==> src/rtl/fifo_rd_stream_pkg.sv <==
// Shared definitions for the FIFO read-side drain path.
//   FIFO_DATA_W : word width shared with the synchronous FIFO
//   SKID_DEPTH  : entries in the read-latency skid buffer
//   rd_state_e  : drain controller states
package fifo_rd_stream_pkg;

  localparam int unsigned FIFO_DATA_W = 8;
  localparam int unsigned SKID_DEPTH  = 2;

  typedef enum logic [1:0] {
    IDLE  = 2'd0,
    DRAIN = 2'd1,
    FLUSH = 2'd2
  } rd_state_e;

endpackage

==> src/rtl/fifo_rd_stream_skid.sv <==
// Two-entry valid/ready skid buffer absorbing the FIFO read latency.
//   clk, rstn          : clock, asynchronous active-low reset
//   i_push, i_data     : word arriving from the FIFO read port
//   i_pop              : downstream consumed the head word
//   o_valid, o_data    : head word
//   o_occ              : number of buffered words (0..2)
module fifo_rd_stream_skid
  import fifo_rd_stream_pkg::*;
#(
  parameter int unsigned DATA_W = FIFO_DATA_W
) (
  input  logic              clk,
  input  logic              rstn,
  input  logic              i_push,
  input  logic [DATA_W-1:0] i_data,
  input  logic              i_pop,
  output logic              o_valid,
  output logic [DATA_W-1:0] o_data,
  output logic [1:0]        o_occ
);

  logic [DATA_W-1:0] head;
  logic [DATA_W-1:0] tail;
  logic [1:0]        occ;
  logic              pop_eff;

  assign pop_eff = i_pop && (occ != 2'd0);

  // head always holds the oldest word; tail is only used when two are held.
  always_ff @(posedge clk or negedge rstn) begin
    if (!rstn) begin
      head <= '0;
      tail <= '0;
      occ  <= '0;
    end else begin
      case ({i_push, pop_eff})
        2'b10: begin
          if (occ == 2'd0) head <= i_data;
          else             tail <= i_data;
          occ <= occ + 2'd1;
        end
        2'b01: begin
          head <= tail;
          occ  <= occ - 2'd1;
        end
        2'b11: begin
          if (occ == 2'd1) begin
            head <= i_data;
          end else begin
            head <= tail;
            tail <= i_data;
          end
        end
        default: ;
      endcase
    end
  end

  assign o_valid = (occ != 2'd0);
  assign o_data  = head;
  assign o_occ   = occ;

endmodule

==> src/rtl/fifo_rd_stream.sv <==
// Read-side drain controller for the synchronous FIFO.
// Issues FIFO reads on watermark or flush request, buffers the 1-cycle read
// latency in a 2-entry skid buffer and presents words on a valid/ready stream.
//   clk, rstn                  : clock, asynchronous active-low reset
//   o_rden, i_rddata           : FIFO read enable / data (data 1 cycle later)
//   i_empty, i_alm_empty       : FIFO status flags
//   i_flush                    : single-cycle flush request
//   o_valid, o_data, i_ready   : output stream
//   o_flush_done               : one-cycle pulse when a flush has completed
//   o_rd_count                 : delivered-word counter (wraps)
//   o_busy                     : not idle, or words in flight / buffered
module fifo_rd_stream
  import fifo_rd_stream_pkg::*;
#(
  parameter int unsigned DATA_W = FIFO_DATA_W,
  parameter int unsigned CNT_W  = 16
) (
  input  logic              clk,
  input  logic              rstn,
  output logic              o_rden,
  input  logic [DATA_W-1:0] i_rddata,
  input  logic              i_empty,
  input  logic              i_alm_empty,
  input  logic              i_flush,
  output logic              o_valid,
  output logic [DATA_W-1:0] o_data,
  input  logic              i_ready,
  output logic              o_flush_done,
  output logic [CNT_W-1:0]  o_rd_count,
  output logic              o_busy
);

  rd_state_e        state, state_nxt;
  logic             inflight;
  logic [1:0]       occ;
  logic             pop;
  logic             done_nxt;
  logic [2:0]       credit_sum;
  logic [CNT_W-1:0] rd_cnt;
  logic             flush_done_q;

  assign pop = o_valid && i_ready;

  // Words committed after this cycle's pop; a new read may only be issued
  // while that stays below the skid depth, so the buffer never overflows.
  assign credit_sum = {1'b0, occ} + {2'b00, inflight} - {2'b00, pop};
  assign o_rden     = (state != IDLE) && !i_empty && (credit_sum < 3'(SKID_DEPTH));

  always_comb begin
    state_nxt = state;
    done_nxt  = 1'b0;
    case (state)
      IDLE: begin
        if (i_flush)           state_nxt = FLUSH;
        else if (!i_alm_empty) state_nxt = DRAIN;
      end
      DRAIN: begin
        if (i_flush)                    state_nxt = FLUSH;
        else if (i_empty && !inflight)  state_nxt = IDLE;
      end
      FLUSH: begin
        if (i_empty && !inflight && (occ == 2'd0)) begin
          state_nxt = IDLE;
          done_nxt  = 1'b1;
        end
      end
      default: state_nxt = IDLE;
    endcase
  end

  always_ff @(posedge clk or negedge rstn) begin
    if (!rstn) begin
      state        <= IDLE;
      inflight     <= 1'b0;
      flush_done_q <= 1'b0;
      rd_cnt       <= '0;
    end else begin
      state        <= state_nxt;
      inflight     <= o_rden;
      flush_done_q <= done_nxt;
      if (pop) rd_cnt <= rd_cnt + CNT_W'(1);
    end
  end

  // Read data is valid exactly one cycle after o_rden, i.e. while inflight.
  fifo_rd_stream_skid #(
    .DATA_W (DATA_W)
  ) u_skid (
    .clk     (clk),
    .rstn    (rstn),
    .i_push  (inflight),
    .i_data  (i_rddata),
    .i_pop   (pop),
    .o_valid (o_valid),
    .o_data  (o_data),
    .o_occ   (occ)
  );

  assign o_flush_done = flush_done_q;
  assign o_rd_count   = rd_cnt;
  assign o_busy       = (state != IDLE) || inflight || (occ != 2'd0);

endmodule

==> config.mk <==
export PLATFORM = sky130hd
export DESIGN_NAME = fifo_rd_stream
export DESIGN_NICKNAME = d
export VERILOG_FILES = /design/src/rtl/fifo_rd_stream_pkg.sv /design/src/rtl/fifo_rd_stream_skid.sv /design/src/rtl/fifo_rd_stream.sv
export SDC_FILE = /design/constraint.sdc
export NUM_CORES = 1
export LEC_CHECK = 0
export ABC_CLOCK_PERIOD_IN_PS = 4800
export BUFFER_PORTS_ARGS = -buffer_cell sky130_fd_sc_hd__buf_2
export CAP_MARGIN = 20
export CORE_MARGIN = 2
export CORE_UTILIZATION = 32
export DETAILED_ROUTE_END_ITERATION = 10
export HOLD_SLACK_MARGIN = 0.1
export PLACE_DENSITY = 0.59
export SETUP_SLACK_MARGIN = 0.2
export SLEW_MARGIN = 20
export SYNTH_ARGS = -nofsm -noshare
export SYNTH_HDL_FRONTEND = slang
export SYNTH_HIERARCHICAL = 1
export SYNTH_SLANG_ARGS = --single-unit
export TNS_END_PERCENT = 5
==> constraint.sdc <==
create_clock -name clk -period 4.8 [get_ports clk]
set_input_delay 1.2 -clock clk [delete_from_list [all_inputs] [get_ports clk]]
set_output_delay 1.2 -clock clk [all_outputs]
set_load 0.02 [all_outputs]
After elaboration in Yosys (flattened, before gate mapping)
Index checks and enable logic that the tools add are counted.
Word-level totals
  bits in registers: 38
  bits of input ports: 14
  output and inout port bits: 28
  word-level logic and storage cells: 60
Cells by class
  add/subtract/negate cells: 5
  $lt $le $gt $ge: 1
  eq/ne operators: 12
  mux-type cells: 15
  reductions and logical operators: 20
Operator list (count)
  8-bit two-way mux: 4
  8-bit one-hot mux with 3 select lines: 1
  16-bit by 1-bit adder with 16-bit output, second input constant: 1
  8-bit one-hot mux with 2 select lines: 1
  2-bit two-way mux: 5
  2-bit inequality test, second input constant: 4
  2-bit nonzero test: 4
  2-bit by 1-bit == test with 1-bit output, second input constant: 3
  2-bit == test, second input constant: 3
  1-bit logical AND: 6
  3-bit inequality test, second input constant: 2
  2-bit one-hot mux with 3 select lines: 1
  3-bit AND reduction: 2
  2-bit zero test: 2
  2-bit one-hot mux with 2 select lines: 1
  2-bit by 1-bit adder with 3-bit output: 1
  3-bit by 2-bit < comparator with 1-bit output, second input constant: 1
  3-bit nonzero test: 1
  3-bit by 1-bit subtractor with 3-bit output: 1
  2-bit by 1-bit adder with 2-bit output, second input constant: 1
  1-bit zero test: 2
  1-bit logical OR: 2
  1-bit two-way mux: 2
  2-bit AND reduction: 1
  2-bit by 1-bit subtractor with 2-bit output, second input constant: 1

Logic depth before layout (Yosys ltp)
  depth after elaboration: 6
  gate-level depth with buffers: 12
  mapped depth without buffers: 11

By module
Netlist, hierarchy kept.
Modules (own cells, without submodules)
  fifo_rd_stream_skid: times used 1, cells each 89, area each 983.4 um^2, sequential area each 450.4 um^2
  fifo_rd_stream: times used 1, cells each 82, area each 968.4 um^2, sequential area each 500.5 um^2

Least setup slack after synthesis
OpenSTA, ideal clock, no wires.
  kind: input port to output port
  start: input i_ready
  end: output o_rden
  arrival: 3.095 ns
  required time: 3.600 ns
  setup slack: 0.505 ns
  stages on the path: 7
  buffers on the path: 0
  cells stage by stage: nand2_1 inv_1 ha_1 nand2b_1 fa_1 xor2_1 nor4b_1
Between the ends
  word-level cells in the longest chain between the ends: 4
RTL lines
  start, declared: line fifo_rd_stream.sv:27  | input logic i_ready,
  1-bit logical AND: line fifo_rd_stream.sv:42  | assign pop = o_valid && i_ready;
  named net pop: line fifo_rd_stream.sv:36  | logic pop;
  3-bit by 1-bit subtractor with 3-bit output: line fifo_rd_stream.sv:46  | assign credit_sum = {1'b0, occ} + {2'b00, inflight} - {2'b00, pop};
  3-bit by 2-bit < comparator with 1-bit output: line fifo_rd_stream.sv:47  | assign o_rden = (state != IDLE) && !i_empty && (credit_sum < 3'(SKID_DEPTH));
  1-bit logical AND: line fifo_rd_stream.sv:47
  end, declared: line fifo_rd_stream.sv:20  | output logic o_rden,
The timed path passes the listed nets, and every way through them passes these cells.

Worst setup path in the final report
Ends and elaborated chain as after synthesis.

==> impl_metrics.env <==
export IMPL_status="finished clean"
export IMPL_vias=1371
export IMPL_grt_max_degree=39
export IMPL_ys_seq_elements=38
export IMPL_dr_pass1_iters=4
export IMPL_grt_pass1_vias=1395
export IMPL_fillers=572
export IMPL_routed_via_density=4.728
export IMPL_first_iter_violations=49
export IMPL_final_area_um2=2330
export IMPL_cts_made_buffers=5
export IMPL_relSlewSlack_pct=42.46
export IMPL_cts_tree="built"
export IMPL_grt_pass1_wl_um=6465
export IMPL_preCtsSetupSlack_ns=0.5506
export IMPL_synth_mux_area_fraction_pct=9.038
export IMPL_syn_to_final_growth_pct=19.36
export IMPL_crit_arrival_ns=3.04
export IMPL_finalCritPeriodShare_pct=88.40
export IMPL_worst_pin_slew_ns=0.8630
export IMPL_start_util_pct=32.97
export IMPL_power_mw=1.472
export IMPL_yosys_area_share_simple_pct=17.69
export IMPL_synth_cell_types=37
export IMPL_clock_path_buffers=2
export IMPL_rsz0062_at_grt="no"
export IMPL_final_max_slew_viol_count=0
export IMPL_maxCapViolCount=0
export IMPL_syn_area_um2=1952
export IMPL_routed_wl_um=3788
export IMPL_antenna_found_initial=0
export IMPL_powerDensity_nw_per_um2=632.0
export IMPL_root_buffer="clkbuf_8"
export IMPL_power_switching_mw=0.5656
export IMPL_fin_ws_ns=0.5570
export IMPL_die_width_um=82.10
export IMPL_antenna_left=0
export IMPL_setup_viol=0
export IMPL_tns_ns=0
export IMPL_cts_sinks=38
export IMPL_synth_avg_cell_area_um2=11.41
export IMPL_hold_depth=1
export IMPL_synth_top_family_by_area="simple AND/OR/NAND/NOR gates"
export IMPL_fp_dieArea_um2=6740
export IMPL_syn_nets=195
export IMPL_dpl_hpwl_um=2751
export IMPL_p_leak_nw=1.100
export IMPL_design_core_area_um2=5921
export IMPL_crit_path_end_kind="primary output"
export IMPL_critPathRequiredTime_ns=3.60
export IMPL_ios=42
export IMPL_diodes=0
export IMPL_postCtsHoldBufs=0
export IMPL_worstRegToRegCells=11
export IMPL_finalClockSkew_ns=0.008047
export IMPL_nNetsFinal=239
export IMPL_worstPathMaxFanout=5
export IMPL_row_count=28
export IMPL_post_drt_wl_per_cell_um=13.06
export IMPL_seqPwrFrac_pct=36.0
export IMPL_swShare_pct=38.41
export IMPL_die_h_um=82.10
export IMPL_place_area_um2=2217
export IMPL_finalHoldViolations=0
export IMPL_hold_path_class="register to register"
export IMPL_drive_gt1_share_pct=33.49
export IMPL_synthesis_instances=171
export IMPL_post_cts_buffers=0
export IMPL_clk_pin_slew_ns=0.08
export IMPL_cp_start_kind="input pin"
export IMPL_ir_drop_mv=0.3020
export IMPL_grt_usage_pct=12.82
export IMPL_synth_xor_xnor_area_share_pct=7.628
export IMPL_p_int_mw=0.9068
export IMPL_clk_latency_ns=0.29
export IMPL_globalRouteOverflowTotal=0
export IMPL_h_tree_depth=2
export IMPL_fmax_mhz=235.7
export IMPL_io_buffers=41
export IMPL_cts_repair_resized=0
export IMPL_yosys_warnings=6
export IMPL_criticalPathCategory="input pin to primary output"
export IMPL_clock_power_share_pct=18.8
export IMPL_route_detailed_drc=0
export IMPL_p_comb_share_pct=45.2
export IMPL_synth_compound_area_share_pct=7.051
export IMPL_synth_fa_ha_area_share_pct=6.795
export IMPL_seq_area_frac_synth_pct=48.72
export IMPL_place_gp_congestion=0.7633
export IMPL_fin_crit_ns=4.243
==> final cells by class <==
cell class                 count  area, um2  share of cell area (%)
sequential                    38      950.9                   40.82
multi-input combinational    122      940.9                   40.39
timing repair buffer          41      205.2                   8.808
tap                           75      93.84                   4.028
clock buffer                   6      82.58                   3.545
clock inverter                 1      30.03                   1.289
inverter                       7      26.28                   1.128
==> layout by cell type (no fill, tap or decap), types with 2 or more instances in the layout <==
cell,instances
nor2_1,12
nand3_2,3
a21oi_1,2
a31oi_1,8
buf_2,41
mux2_2,5
xor2_1,4
o21ai_0,6
dfrtp_1,38
clkbuf_8,6
nand2b_1,4
nor3_1,3
xnor2_1,13
inv_1,7
nand4_1,3
mux2_4,8
nand2_1,10
ha_1,9
nor2_2,2
nand3_1,11
and4_1,2
nor2b_1,2
a22oi_1,2
==> per-layer routing <==
layer | part of all wire [%] | vias up | routed length (um) | track usage [%]
li1 | - | 690 | - | -
met1 | 50 | 646 | 1876 | 16.74
met2 | 45 | 28 | 1695 | 20.16
met3 | 4.0 | 7 | 152 | 3.261
met4 | 1.7 | 0 | 63 | 5.500
met5 | 0 | - | 0 | 0
==> cells in the mapped netlist, drive strengths merged <==
library cell	instances	area share, %
xnor2	13	5.8
nor2	14	2.9
a21oi	2	0.51
o21a	1	0.38
a21o	1	0.38
nand2	10	1.9
mux2	13	9.0
buf	3	1.5
inv	7	1.3
nor3	4	1.3
a31oi	8	2.6
nand2b	5	2.0
and4b	1	0.51
nand4	3	0.96
dfrtp	38	49
and4	3	1.5
nor2b	3	1.1
xor2	4	1.8
fa	1	1.0
and3	2	0.71
ha	9	5.8
a22oi	3	1.4
nor4b	1	0.45
nand3	14	4.4
o21ai	7	1.8
clkbuf	1	0.19
==> path summary, 6_finish.rpt <==
| kind | startpoint | endpoint | slack (ns) |
|---|---|---|---|
| max in group asynchronous | rstn | u_skid/tail[3] | 3.23 |
| worst max register to register | u_skid/o_occ[1] | u_skid/tail[7] | 1.96 |
| worst min-delay path | o_rd_count[15] | o_rd_count[15] | 0.46 |
| min in group asynchronous | rstn | u_skid/tail[7] | 1.02 |
| worst min register to register | o_rd_count[15] | o_rd_count[15] | 0.46 |
| worst max-delay path | i_ready | o_rden | 0.56 |
==> state kept, by name, indices dropped and copies added, names as in the netlist <==
signal,count
o_rd_count,16
u_skid/o_data,8
u_skid/tail,8
state,2
u_skid/o_occ,2
inflight,1
o_flush_done,1
==> worst max-delay path, stage by stage <==
cell and delay [ns]:
buf_2 0.12, nand2_1 0.11, inv_1 0.11, ha_1 0.27
nand2b_1 0.15, fa_1 0.38, xor2_1 0.15, nor4b_1 0.32
buf_2 0.23
==> cells by family after synthesis <==
group           count (synthesis)
xor+xnor                       17
fa+ha+maj                      10
flops                          38
compound gates                 22
mux                            13
simple gates                   60
buf+inv                        11
==> stage by stage <==
step	std cells	hold WS [ns]	util [%]
floorplan	171	0.4524	-
global placement	283	0.4505	37.45
detailed placement	283	0.4601	37.45
CTS	290	0.4709	39.35
global route	290	0.4948	39.35
finish	290	0.4621	39.35
==> power groups by stage <==
stage	Sequential [mW]	Combinational, mW	Clock [mW]
after floorplan	0.592	0.454	0
after global placement	0.534	0.668	0
after detailed placement	0.535	0.676	0
after CTS	0.531	0.677	0.287
after global routing	0.550	0.744	0.301
final	0.531	0.665	0.277
(Power assumes the default switching activity.)
